## config.mk

```make
export PLATFORM = sky130hd
export DESIGN_NAME = scan_index_sequencer
export DESIGN_NICKNAME = d
export VERILOG_FILES = /design/src/rtl/scan_pkg.sv /design/src/rtl/scan_next_idx.sv /design/src/rtl/scan_index_sequencer.sv
export SDC_FILE = /design/constraint.sdc
export NUM_CORES = 1
export LEC_CHECK = 0
export BUFFER_PORTS_ARGS = -buffer_cell sky130_fd_sc_hd__buf_2
export CAP_MARGIN = 15
export CELL_PAD_IN_SITES_DETAIL_PLACEMENT = 0
export CELL_PAD_IN_SITES_GLOBAL_PLACEMENT = 2
export CORE_AREA = 4 4 109 111
export CTS_CLUSTER_DIAMETER = 30
export DETAILED_ROUTE_END_ITERATION = 12
export DIE_AREA = 0 0 113 115
export GPL_TIMING_DRIVEN = 0
export PLACE_DENSITY_LB_ADDON = 0.1
export SYNTH_ARGS = -nofsm -noshare
export SYNTH_HDL_FRONTEND = slang
export SYNTH_HIERARCHICAL = 1
export SYNTH_SLANG_ARGS = --single-unit
export TNS_END_PERCENT = 20
```

## constraint.sdc

```tcl
create_clock -name clk -period 13.65 [get_ports clk]
set_clock_uncertainty 0.05 [all_clocks]
set_input_delay 0.6825 -clock clk [delete_from_list [all_inputs] [get_ports clk]]
set_output_delay 0.6825 -clock clk [all_outputs]
set_load 0.02 [all_outputs]
```

## src/rtl/scan_pkg.sv

```systemverilog
// ----------------------------------------------------------------------------
// scan_pkg
// Shared definitions for the scan index sequencer:
//   - state encoding of the sequencer FSM (ST_IDLE, ST_DWELL)
//   - index width / count and the "everything masked" constant
//   - idx_add: circular add on the 3-bit index space
// ----------------------------------------------------------------------------
package scan_pkg;

    localparam int          IDX_W    = 3;
    localparam int          N_IDX    = 8;
    localparam logic [7:0]  MASK_ALL = 8'hFF;

    typedef enum logic {
        ST_IDLE  = 1'b0,
        ST_DWELL = 1'b1
    } state_t;

    // Modulo-N_IDX addition; the truncation to IDX_W bits is the wrap-around.
    function automatic logic [IDX_W-1:0] idx_add(input logic [IDX_W-1:0] base,
                                                 input int unsigned      off);
        return base + IDX_W'(off);
    endfunction

endpackage

```

## src/rtl/scan_next_idx.sv

```systemverilog
// ----------------------------------------------------------------------------
// scan_next_idx
// Combinational circular priority search: finds the first unmasked index
// strictly after cur_i (cur_i+1, cur_i+2, ... wrapping, ending at cur_i itself).
// Ports:
//   cur_i   [2:0]  current index (search starts at cur_i+1)
//   mask_i  [7:0]  bit i = 1 -> index i is not eligible
//   nxt_o   [2:0]  first eligible index found (0 when none)
//   wraps_o        the found index is <= cur_i (search went past 7 or landed on cur_i)
//   none_o         every index is masked
// ----------------------------------------------------------------------------
module scan_next_idx
    import scan_pkg::*;
(
    input  logic [IDX_W-1:0] cur_i,
    input  logic [N_IDX-1:0] mask_i,
    output logic [IDX_W-1:0] nxt_o,
    output logic             wraps_o,
    output logic             none_o
);

    // cand[gi] is the candidate at search distance gi+1; avail[gi] says it is unmasked.
    logic [IDX_W-1:0] cand [N_IDX];
    logic [N_IDX-1:0] avail;

    generate
        for (genvar gi = 0; gi < N_IDX; gi++) begin : g_cand
            assign cand[gi]  = idx_add(cur_i, gi + 1);
            assign avail[gi] = ~mask_i[cand[gi]];
        end
    endgenerate

    // Scan from the farthest candidate to the nearest so the nearest wins.
    always_comb begin
        nxt_o = '0;
        for (int k = N_IDX - 1; k >= 0; k--) begin
            if (avail[k]) begin
                nxt_o = cand[k];
            end
        end
    end

    assign none_o  = ~|avail;
    assign wraps_o = ~none_o && (nxt_o <= cur_i);

endmodule

```

## src/rtl/scan_index_sequencer.sv

```systemverilog
// ----------------------------------------------------------------------------
// scan_index_sequencer
// Generates the 3-bit select index for a 3-to-8 decoder: walks 0..7 in
// ascending circular order, skipping masked indices, holding each index for
// dwell_i+1 enabled cycles. One-shot or continuous; pause via en_i; abort_i.
// Ports:
//   clk, rst        clock (rising edge), asynchronous active-high reset
//   en_i            count enable (0 = hold index and dwell counter)
//   start_i         begin a scan (only looked at while idle)
//   abort_i         return to idle next cycle, no pulses
//   oneshot_i       1 = stop after one pass, 0 = loop forever
//   skip_mask_i     bit i = 1 -> skip index i
//   dwell_i         hold time minus one for each index
//   sel_o           index to the decoder
//   sel_valid_o     sel_o is meaningful
//   busy_o          a scan is in progress
//   wrap_o          1-cycle pulse when the index wraps (continuous mode)
//   done_o          1-cycle pulse at the end of a one-shot pass
// All outputs are registered.
// ----------------------------------------------------------------------------
module scan_index_sequencer
    import scan_pkg::*;
#(
    parameter int DW = 8
) (
    input  logic             clk,
    input  logic             rst,
    input  logic             en_i,
    input  logic             start_i,
    input  logic             abort_i,
    input  logic             oneshot_i,
    input  logic [N_IDX-1:0] skip_mask_i,
    input  logic [DW-1:0]    dwell_i,
    output logic [IDX_W-1:0] sel_o,
    output logic             sel_valid_o,
    output logic             busy_o,
    output logic             wrap_o,
    output logic             done_o
);

    state_t           state_q;
    logic [IDX_W-1:0] sel_q;
    logic             sel_valid_q;
    logic             busy_q;
    logic             wrap_q;
    logic             done_q;
    logic [DW-1:0]    cnt_q;

    // Successor of the current index, used at each advance.
    logic [IDX_W-1:0] adv_nxt;
    logic             adv_wraps;
    logic             adv_none;

    // Same search from cur=7 yields the lowest unmasked index for a start.
    logic [IDX_W-1:0] first_nxt;
    logic             first_wraps;
    logic             first_none;

    scan_next_idx u_adv (
        .cur_i   (sel_q),
        .mask_i  (skip_mask_i),
        .nxt_o   (adv_nxt),
        .wraps_o (adv_wraps),
        .none_o  (adv_none)
    );

    scan_next_idx u_first (
        .cur_i   (IDX_W'(N_IDX - 1)),
        .mask_i  (skip_mask_i),
        .nxt_o   (first_nxt),
        .wraps_o (first_wraps),
        .none_o  (first_none)
    );

    // Searching from 7, any index found counts as a wrap, so first_wraps is
    // the "some index is unmasked" flag; none is folded in for clarity.
    logic start_ok_d;
    assign start_ok_d = start_i && first_wraps && !first_none;

    // Dwell counter reaching zero with en set is the advance point.
    logic advance_d;
    assign advance_d = en_i && (cnt_q == '0);

    always_ff @(posedge clk or posedge rst) begin
        if (rst) begin
            state_q     <= ST_IDLE;
            sel_q       <= '0;
            sel_valid_q <= 1'b0;
            busy_q      <= 1'b0;
            wrap_q      <= 1'b0;
            done_q      <= 1'b0;
            cnt_q       <= '0;
        end else begin
            // Pulses default low; they are set only on the cycle that produces them.
            wrap_q <= 1'b0;
            done_q <= 1'b0;

            if (abort_i) begin
                state_q     <= ST_IDLE;
                sel_q       <= '0;
                sel_valid_q <= 1'b0;
                busy_q      <= 1'b0;
                cnt_q       <= '0;
            end else begin
                case (state_q)
                    ST_IDLE: begin
                        if (start_ok_d) begin
                            state_q     <= ST_DWELL;
                            sel_q       <= first_nxt;
                            sel_valid_q <= 1'b1;
                            busy_q      <= 1'b1;
                            cnt_q       <= dwell_i;
                        end
                    end

                    ST_DWELL: begin
                        if (en_i && !advance_d) begin
                            cnt_q <= cnt_q - 1'b1;
                        end else if (advance_d) begin
                            // A fully masked set ends the scan even in continuous mode.
                            if (adv_none || (adv_wraps && oneshot_i)) begin
                                state_q     <= ST_IDLE;
                                sel_q       <= '0;
                                sel_valid_q <= 1'b0;
                                busy_q      <= 1'b0;
                                cnt_q       <= '0;
                                done_q      <= 1'b1;
                            end else begin
                                sel_q  <= adv_nxt;
                                cnt_q  <= dwell_i;
                                wrap_q <= adv_wraps;
                            end
                        end
                    end

                    default: begin
                        state_q <= ST_IDLE;
                    end
                endcase
            end
        end
    end

    assign sel_o       = sel_q;
    assign sel_valid_o = sel_valid_q;
    assign busy_o      = busy_q;
    assign wrap_o      = wrap_q;
    assign done_o      = done_q;

endmodule
```

==> impl_metrics.env <==
export IMPL_outcome="finished, final reports clean"
export IMPL_avgSynthCellArea_um2=8.550
export IMPL_end_kind="flop"
export IMPL_worst_setup_hold_path_clk_slew_ps=70
export IMPL_die_height_um=115
export IMPL_post_cts_setup_buffers=0
export IMPL_wirelength_um=10250
export IMPL_drc_errors=0
export IMPL_synth_yosys_warnings=6
export IMPL_design_final_nets=446
export IMPL_totalNegativeSetupSlack_ps=0
export IMPL_grt_pass1_wl_um=17460
export IMPL_postRouteAntennaNets=0
export IMPL_synth_yosys_seq_area_share=0.1177
export IMPL_via_count_of_the_first_global_routing_pass=3220
export IMPL_worst_setup_path_start_kind="flop"
export IMPL_post_synth_inst_count=373
export IMPL_timing_final_crit_share=0.3945
export IMPL_worst_setup_path_type="reg -> reg"
export IMPL_preCtsSetupSlack_ps=8315
export IMPL_dp_hpwl_um=7689
export IMPL_io_pins=29
export IMPL_core_area_um2=10790
export IMPL_min_path_type="in -> async"
export IMPL_routed_wire_length_per_instance_um=18.57
export IMPL_ys_seq_elements=15
export IMPL_share_of_yosys_cell_area_claimed_by_the_top_area_cell_type=0.1836
export IMPL_rows=38
export IMPL_portBuffers=26
export IMPL_synth_edf_count=0
export IMPL_cts_hold_buf=0
export IMPL_worst_path_max_fanout=10
export IMPL_worstPathArrival_ps=5510
export IMPL_cts_sinks=15
export IMPL_grt_start_max_net_pins=17
export IMPL_final_layout_size_suffix_gt1_frac=0.2257
export IMPL_diodes_inserted=0
export IMPL_antenna_found_initial=0
export IMPL_synth_cell_type_count=63
export IMPL_length_of_the_first_detailed_routing_pass_in_iterations=5
export IMPL_final_hold_violation_count=0
export IMPL_report_power_total_mw=0.6049
export IMPL_worst_ir_drop_vdd_mv=0.07189
export IMPL_filler_cell_count=1133
export IMPL_dr_total_vias=3175
export IMPL_post_synth_instance_area_um2=3189
export IMPL_cts_made_buffers=3
export IMPL_cp_data_required_time_ps=13780
export IMPL_synth_async_sr_flop_share=1.000
export IMPL_fin_ws_ps=8266
export IMPL_drv_cap=0
export IMPL_cts_htree_levels=1
export IMPL_ctsRootBufferMaster="sky130_fd_sc_hd__clkbuf_8"
export IMPL_slew_violations=0
export IMPL_area_growth_syn_to_layout_pct=12.04
export IMPL_fmax_ghz=0.1857
export IMPL_grt_setup_unrepaired="no"
export IMPL_tightest_slew_ps=690.6
export IMPL_post_route_util=0.3311
export IMPL_power_density_nw_per_um2=169.3
export IMPL_post_synth_top_area_cell="sky130_fd_sc_hd__mux4_2"
export IMPL_initial_utilization=0.2955
export IMPL_worstSkewPairLatency_ps=250
export IMPL_maxSlewHeadroom=0.5387
export IMPL_detail_route_vias_per_cell=5.752
export IMPL_tritoncts="built"
export IMPL_resized_cells_post_cts=0
export IMPL_cts_buffer_depth=2
export IMPL_synth_area_top_cells="sky130_fd_sc_hd__mux4_2 18%, sky130_fd_sc_hd__dfrtp_1 12%, sky130_fd_sc_hd__mux2i_1 8.5%"
export IMPL_first_iter_violations=248
export IMPL_power_leakage_nw=1.485
export IMPL_die_area_um2=13000
export IMPL_finalWeightedCongestion=0.7939
export IMPL_die_width_um=113
export IMPL_finalSetupViolCount=0
export IMPL_rr_worst_depth=21
export IMPL_synth_flop_cell="sky130_fd_sc_hd__dfrtp_1"
export IMPL_grt_usage=0.1635
export IMPL_overflow=0
export IMPL_post_route_min_period_ps=5384
-- through the flow --
step / hold WS (ps) / cell area [µm²] / cells
floorplan: 477.2 / 3223 / 382
global placement: 461.0 / 3528 / 548
detailed placement: 465.5 / 3528 / 548
CTS: 484.7 / 3573 / 552
global route: 519.6 / 3573 / 552
finish: 459.4 / 3573 / 552
-- final cells by class --
| type | count | area, µm² | share of cell area |
|---|---|---|---|
| Tap cell | 140 | 175.2 | 0.04902 |
| Buffer | 24 | 122.6 | 0.03431 |
| Timing Repair Buffer | 26 | 130.1 | 0.03641 |
| Inverter | 22 | 82.58 | 0.02311 |
| Multi-Input combinational cell | 321 | 2643 | 0.7395 |
| Sequential cell | 15 | 375.4 | 0.1050 |
| Clock buffer | 4 | 45.04 | 0.01261 |
-- routing by layer --
layer,routed length [µm],track usage,vias up,part of all wire
met3,374,0.01526,12,0.036
met1,4930,0.2410,1546,0.48
met4,185,0.03526,0,0.018
met2,4759,0.2607,84,0.46
li1,-,-,1533,-
met5,0,0,-,0
-- cell families after synthesis --
kind of cell	after synthesis	share of synthesized area
AO/OA/AOI/OAI	125	0.2593
AND/OR/NAND/NOR	102	0.1746
multiplexers	65	0.3178
buffers and inverters	46	0.06434
flip-flops	15	0.1177
adder cells (fa/ha/maj)	11	0.04315
XOR/XNOR	8	0.02197
other	1	0.001176
-- placed cells by master (no fill, tap or decap), drive strengths merged, types with 4 or more instances in the layout --
master / count
a2111oi: 4
and3: 4
nand3: 12
inv: 22
a31oi: 6
a21o: 6
buf: 44
nand2b: 5
o211ai: 6
a21oi: 37
nor3: 5
conb: 10
or4: 4
clkbuf: 10
o31ai: 4
ha: 11
mux2i: 29
or3: 4
nand2: 25
o21ai: 26
mux2: 10
xnor2: 4
mux4: 26
o211a: 5
o22ai: 7
nor2: 27
xor2: 4
dfrtp: 15
-- synth_stat cells (3+ instances only) --
| library cell | count |
|---|---|
| sky130_fd_sc_hd__o22ai_1 | 7 |
| sky130_fd_sc_hd__a31oi_1 | 6 |
| sky130_fd_sc_hd__nand3_1 | 12 |
| sky130_fd_sc_hd__nor2_1 | 27 |
| sky130_fd_sc_hd__or4_4 | 3 |
| sky130_fd_sc_hd__inv_2 | 4 |
| sky130_fd_sc_hd__mux4_2 | 26 |
| sky130_fd_sc_hd__o21ai_0 | 8 |
| sky130_fd_sc_hd__clkbuf_1 | 6 |
| sky130_fd_sc_hd__or3_1 | 4 |
| sky130_fd_sc_hd__o211ai_1 | 5 |
| sky130_fd_sc_hd__buf_4 | 4 |
| sky130_fd_sc_hd__and3_1 | 4 |
| sky130_fd_sc_hd__mux2_1 | 6 |
| sky130_fd_sc_hd__nand4_1 | 3 |
| sky130_fd_sc_hd__buf_2 | 14 |
| sky130_fd_sc_hd__o211a_1 | 5 |
| sky130_fd_sc_hd__nor3_1 | 5 |
| sky130_fd_sc_hd__a22oi_1 | 3 |
| sky130_fd_sc_hd__a21oi_1 | 37 |
| sky130_fd_sc_hd__xnor2_1 | 4 |
| sky130_fd_sc_hd__a21o_1 | 6 |
| sky130_fd_sc_hd__o21ai_1 | 17 |
| sky130_fd_sc_hd__inv_1 | 18 |
| sky130_fd_sc_hd__o31ai_1 | 4 |
| sky130_fd_sc_hd__nand2b_1 | 5 |
| sky130_fd_sc_hd__nand2_1 | 25 |
| sky130_fd_sc_hd__mux2_2 | 4 |
| sky130_fd_sc_hd__xor2_1 | 4 |
| sky130_fd_sc_hd__dfrtp_1 | 15 |
| sky130_fd_sc_hd__ha_1 | 11 |
| sky130_fd_sc_hd__mux2i_1 | 27 |
| sky130_fd_sc_hd__a2111oi_0 | 4 |
-- path summary, 6_finish.rpt --
path	startpoint	end	slack [ps]
min in group clk	busy_o	busy_o	490
min reg2reg	busy_o	busy_o	490
max	sel_o[0]	cnt_q[0]	8270
min	rst	cnt_q[4]	460
max in group asynchronous	rst	state_q	12680
max reg2reg	sel_o[0]	cnt_q[0]	8270
-- worst max-delay path: stages (launching register included) --
cell and delay [ps]:
sky130_fd_sc_hd__dfrtp_1 460, sky130_fd_sc_hd__buf_2 250, sky130_fd_sc_hd__buf_2 290, sky130_fd_sc_hd__inv_2 170, sky130_fd_sc_hd__ha_1 220, sky130_fd_sc_hd__buf_4 180, sky130_fd_sc_hd__xnor2_1 430, sky130_fd_sc_hd__mux4_2 590
sky130_fd_sc_hd__mux2i_4 210, sky130_fd_sc_hd__a21oi_1 100, sky130_fd_sc_hd__or4_4 530, sky130_fd_sc_hd__o211a_1 140, sky130_fd_sc_hd__ha_1 170, sky130_fd_sc_hd__inv_1 50, sky130_fd_sc_hd__a21o_1 100, sky130_fd_sc_hd__a21oi_1 60
sky130_fd_sc_hd__a31oi_1 190, sky130_fd_sc_hd__nor2_1 90, sky130_fd_sc_hd__a21o_1 210, sky130_fd_sc_hd__nor2_1 460, sky130_fd_sc_hd__a21oi_1 170, sky130_fd_sc_hd__o21ai_1 170
-- sequential cells by signal, summed over array words and instances (netlist names) --
signal and count:
cnt_q 8, state_q 1, busy_o 1, done_o 1, sel_o 3, wrap_o 1
-- report_power, final --
group	switching, mW	internal (mW)
registers	0.0201	0.0558
logic	0.284	0.207
clock network	0.0171	0.0207
total	0.321	0.284
(Power assumes the default switching activity.)
